$ cat src/rtl/ibus_if.sv
// ibus_if: instruction fetch over an AHB-Lite read bus into a halfword buffer feeding stage 0.
// Define IBUS_IF_BYPASS_EN to present returning bus data on the outputs in the same cycle when the buffer is empty.
module ibus_if #(
  parameter int BUF_HW = 6
) (
  input  logic        clk,
  input  logic        rstn,
  input  logic        jmp_req,
  input  logic [31:0] jmp_addr,
  input  logic        instr_fetch,
  input  logic [1:0]  instr_fetch_size,
  output logic [1:0]  instr_vld_size,
  output logic [31:0] instr,
  output logic        instr_contains_fault,
  output logic [31:0] haddr,
  output logic        hprot,
  output logic [1:0]  hsize,
  output logic [31:0] hwdata,
  output logic        htrans,
  input  logic [31:0] hrdata,
  input  logic        hresp,
  input  logic        hready
);
  localparam int CW = $clog2(BUF_HW + 3);
  logic [15:0]   bd [BUF_HW];
  logic          bf [BUF_HW];
  logic [15:0]   ed [BUF_HW+2];
  logic          ef [BUF_HW+2];
  logic [CW-1:0] occ, npush, ecnt, vcnt, pop;
  logic          en, drop, dphase, discard, cap, jmp_unused;
  assign hprot      = 1'b0;
  assign hsize      = 2'b10;
  assign hwdata     = '0;
  assign jmp_unused = jmp_addr[0];
  assign cap    = dphase & hready & ~discard & ~jmp_req;
  // stop issuing as soon as an error response starts so nothing past the faulting word goes out
  assign htrans = en & ~jmp_req & ~(dphase & hresp) & (int'(occ) + (dphase ? 4 : 2) <= BUF_HW);
  assign npush  = cap ? (drop ? CW'(1) : CW'(2)) : '0;
  assign ecnt   = occ + npush;
`ifdef IBUS_IF_BYPASS_EN
  assign vcnt = (occ == '0) ? ecnt : occ;
`else
  assign vcnt = occ;
`endif
  // ed: buffer contents followed by this cycle's returned halfwords, zero beyond
  for (genvar g = 0; g < BUF_HW + 2; g++) begin : g_ext
    if (g < BUF_HW) begin : g_b
      assign ed[g] = (CW'(g) < occ) ? bd[g] : (CW'(g) < ecnt) ? ((CW'(g) == occ && !drop) ? hrdata[15:0] : hrdata[31:16]) : '0;
      assign ef[g] = (CW'(g) < occ) ? bf[g] : (CW'(g) < ecnt) & hresp;
    end else begin : g_z
      assign ed[g] = '0;
      assign ef[g] = 1'b0;
    end
  end
  assign instr_vld_size       = jmp_req ? 2'b00 : (vcnt >= CW'(2)) ? 2'b10 : (vcnt == CW'(1)) ? 2'b01 : 2'b00;
  assign instr                = {instr_vld_size[1] ? ed[1] : 16'h0, (instr_vld_size != 2'b00) ? ed[0] : 16'h0};
  assign instr_contains_fault = ((instr_vld_size != 2'b00) & ef[0]) | (instr_vld_size[1] & ef[1]);
  assign pop = (jmp_req | ~instr_fetch) ? '0 : (instr_fetch_size[1] & instr_vld_size[1]) ? CW'(2) : (instr_vld_size != 2'b00) ? CW'(1) : '0;
  always_ff @(posedge clk or negedge rstn) begin
    if (!rstn) begin
      occ     <= '0;
      en      <= 1'b0;
      drop    <= 1'b0;
      dphase  <= 1'b0;
      discard <= 1'b0;
      haddr   <= '0;
      for (int i = 0; i < BUF_HW; i++) begin
        bd[i] <= '0;
        bf[i] <= 1'b0;
      end
    end else begin
      dphase  <= hready ? htrans : dphase;
      haddr   <= jmp_req ? {jmp_addr[31:2], 2'b00} : (htrans & hready) ? haddr + 32'd4 : haddr;
      en      <= jmp_req | (en & ~(cap & hresp));
      drop    <= jmp_req ? jmp_addr[1] : drop & ~cap;
      discard <= jmp_req ? dphase & ~hready : discard & ~hready;
      occ     <= jmp_req ? '0 : ecnt - pop;
      for (int i = 0; i < BUF_HW; i++) begin
        bd[i] <= (pop == CW'(2)) ? ed[i+2] : (pop == CW'(1)) ? ed[i+1] : ed[i];
        bf[i] <= (pop == CW'(2)) ? ef[i+2] : (pop == CW'(1)) ? ef[i+1] : ef[i];
      end
    end
  end
endmodule

$ cat config.mk
export PLATFORM = sky130hd
export DESIGN_NAME = ibus_if
export DESIGN_NICKNAME = d
export VERILOG_FILES = /design/src/rtl/ibus_if.sv
export SDC_FILE = /design/constraint.sdc
export NUM_CORES = 1
export LEC_CHECK = 0
export ABC_AREA = 0
export CAP_MARGIN = 20
export CORE_MARGIN = 2
export CORE_UTILIZATION = 49
export CTS_BUF_LIST = sky130_fd_sc_hd__clkbuf_2
export DETAILED_ROUTE_END_ITERATION = 16
export GPL_TIMING_DRIVEN = 1
export PLACE_DENSITY = 0.72
export RECOVER_POWER = 50
export SLEW_MARGIN = 0
export SYNTH_ARGS = -nofsm -noshare
export SYNTH_HDL_FRONTEND = slang
export SYNTH_SLANG_ARGS = --single-unit
$ cat constraint.sdc
create_clock -name clk -period 10.4 [get_ports clk]
set_input_delay 2.6 -clock clk [delete_from_list [all_inputs] [get_ports clk]]
set_output_delay 2.6 -clock clk [all_outputs]
set_load 0.01 [all_outputs]
==> results.cfg <==
[outcome]
status = complete, but fails checks
violations = max-capacitance violations, max-slew violations

[setup_path]
cp-endpoint = htrans
cpPeakStageDelay_ns = 1.91
arrival_ns = 6.36
worst-r2r-cell-count = 8
crit_path_frequent_cell = clkbuf_1
required_ns = 7.80
startpoint = jmp_req
path_cells = clkbuf_1 > clkbuf_1 > inv_1 > clkbuf_1 > o2111ai_1 > nor3b_1 > clkdlybuf4s50_1
critPathSlowestCell = clkbuf_1
crit_fanout = 59
rr_endpoint = haddr[24]$_DFFE_PN0N_
r2r_start = occ[1]$_DFF_PN0_
critical_path_class = in -> out
cp-end-kind = output port
r2r_slack_ns = 5.30
setup.worst_path.start_class = primary input

[final_layout]
area_delta_synth_final_pct = 16.6
final_nets = 1185
final_layout_size_suffix_gt1_share_pct = 8.51
final_common_cell = dfrtp_1
stdcell_count = 1346
mostFrequentLayoutCells = dfrtp_1 (140), clkdlybuf4s50_1 (124), nand2_1 (102)
design_area_mm2 = 0.0106

[placed_design]
dpl.cell_count = 1313
gp_congestion = 0.910
place_hpwl_mm = 18.5
preCtsSetupSlack_ns = 2.05
io_buffers = 135
place_area_mm2 = 0.0103

[clock_network]
cts.reportedPaths.clkPinSlew_ns = 0.19
htree_levels = 4
clock_sinks = 140
numCtsBuffers = 17
post_cts_buffers = 0
cts_resized = 0
cts_root_buf = clkbuf_2
clock_latency_ns = 0.78
clock_path_buffers = 2
cts_hold_buf = 0
cts_tree = done

[pwr]
ir_drop_v = 0.000134
power_frac_comb_pct = 44.6
p_total_mw = 2.11
p_clk_share_pct = 21.0
intPower_mw = 1.19
powerDensity_mw_per_mm2 = 198
swShare_pct = 43.3
power_switching_uw = 912
power_leakage_nw = 4.66
power_frac_seq_pct = 34.4

[detailed_routing]
drt-vias-per-instance = 6.23
vias = 8386
antenna_left = 0
wl_per_cell_um = 20.8
drt_iter0_markers = 852
firstDrtPassIters = 6
routed_wl_mm = 28.0
drc = 0

[sta]
min_period_over_period_pct = 86.1
clock.fmax_mhz = 112
final-setup-viol-count = 0
slew_violations = 151
final.setup.tns_ns = 0
rsz0062_at_grt = false
max_slew_margin_pct = -168
hold_violations = 0
clock_skew_ns = 0.0409
worst_pin_slew_ns = 4.01
fin_ws_ns = 1.44
min_period_ns = 8.96

[yosys]
synth_warnings = 0
synth-edff-count = 0
netlist_instances = 1014
synth_top_family_by_area = compound AO/OA/AOI/OAI gates
yosys.area_share.simple_pct = 17.7
synth_cell_types = 76
ys.flop_type = dfrtp_1
ys_ff_latch = 140
avgSynthCellArea_um2 = 8.99
async_flop_share_pct = 100
synth_xor_area_share_pct = 1.06
synthMuxAreaShare_pct = 9.68
yosysSeqAreaShare_pct = 38.5
synth_compound_area_share_pct = 23.5
syn-cell-area_mm2 = 0.00911
synthAdderAreaFrac_pct = 1.62

[floorplan]
die_w_um = 140
die_area_mm2 = 0.0197
rows = 49
start_util_pct = 50.4
die_h_um = 140
io_pins = 175
coreArea_mm2 = 0.0181

[global_route]
track_usage_pct = 28.7
grt_pass1_vias = 7750
grt_overflow = 0
grt_pass1_wl_mm = 44.7
grt_start_max_net_pins = 73
antenna_found_initial = 1

[worst_hold_path]
min_path_type = reg -> reg
hold_path_depth = 2

[flow_run]
drv_cap = 3
==> registers in the layout (all words and copies together), names as in the netlist <==
register  count
bd           96
bf            6
discard       1
dphase        1
drop          1
en            1
haddr        30
occ           4
==> layout make-up <==
type | instances | area [um^2]
Multi-Input combinational cell | 777 | 4990
Tap cell | 229 | 287
Fill cell | 1615 | 7460
Clock inverter | 15 | 256
Clock buffer | 17 | 85.1
Timing Repair Buffer | 149 | 1440
Inverter | 18 | 67.6
Antenna cell | 1 | 2.50
Sequential cell | 140 | 3500
==> per-stage QoR <==
step	hold WS, ns	util [%]
floorplan	0.477	-
global placement	0.504	57.1
detailed placement	0.509	57.1
CTS	0.552	59.0
global route	0.579	58.8
finish	0.545	58.8
==> power by group through the flow <==
stage	Combinational, mW	Sequential (mW)	Clock [mW]
after floorplan	0.674	0.708	0
after global placement	0.906	0.731	0
after detailed placement	0.930	0.735	0
after CTS	0.934	0.724	0.444
after global routing	1.03	0.739	0.467
final	0.938	0.725	0.442
==> layer usage <==
metal	vias to the layer above	wire length, um	GRT usage [%]	part of all wire, %
met5	-	0	0	0
met4	0	432	7.71	1.5
met3	33	2930	6.46	10
met2	473	12600	42.5	45
met1	4060	12100	42.2	43
li1	3820	-	-	-
==> cell families after synthesis <==
family	after synthesis
flip-flops	140
XOR/XNOR	11
buffers and inverters	132
multiplexers	83
AND/OR/NAND/NOR	329
adder cells (fa/ha/maj)	10
AO/OA/AOI/OAI	307
other	2
==> worst max-delay path, delay by kind of cell <==
family / cells / cell delay [ns]
simple gates: 1 / 0.11
compound gates: 1 / 0.34
buf+inv: 5 / 3.24
==> cells in the mapped netlist (4+ instances only) <==
cell type,n,area (um^2)
dfrtp_1,140,3500
nand2_1,102,383
nor2_1,88,330
a21oi_1,72,360
mux2i_1,66,661
o21ai_0,60,300
buf_4,44,330
clkbuf_1,39,146
nand3_1,32,160
buf_2,22,110
nor2b_1,22,138
nor3_1,22,110
a221oi_1,21,184
and2_1,18,113
inv_1,16,60.1
o221ai_1,16,140
o22ai_1,16,100
a221o_1,14,140
o22a_1,13,114
a21oi_2,12,105
a211oi_1,9,67.6
and3_1,9,56.3
o21ai_1,9,45.0
a22oi_1,8,60.1
a2bb2oi_1,8,70.1
mux2_4,8,120
o211ai_1,8,60.1
ha_1,7,87.6
mux2_2,7,78.8
nand4_1,7,43.8
o311ai_0,7,61.3
a31oi_1,6,37.5
xnor2_1,6,52.6
buf_6,5,56.3
xor2_1,5,43.8
a211oi_2,4,50.1
buf_1,4,15.0
==> how the worst min path moves through the flow <==
stage	end	startpoint	slack, ns
6_report	discard$_DFF_PN0_	discard$_DFF_PN0_	0.54
5_1_grt	discard$_DFF_PN0_	discard$_DFF_PN0_	0.58
4_1_cts	discard$_DFF_PN0_	discard$_DFF_PN0_	0.55
3_5_place_dp	discard$_DFF_PN0_	discard$_DFF_PN0_	0.51
3_3_place_gp	discard$_DFF_PN0_	discard$_DFF_PN0_	0.50
2_1_floorplan	discard$_DFF_PN0_	discard$_DFF_PN0_	0.48
Note: power is estimated with default switching activity, not from simulation.
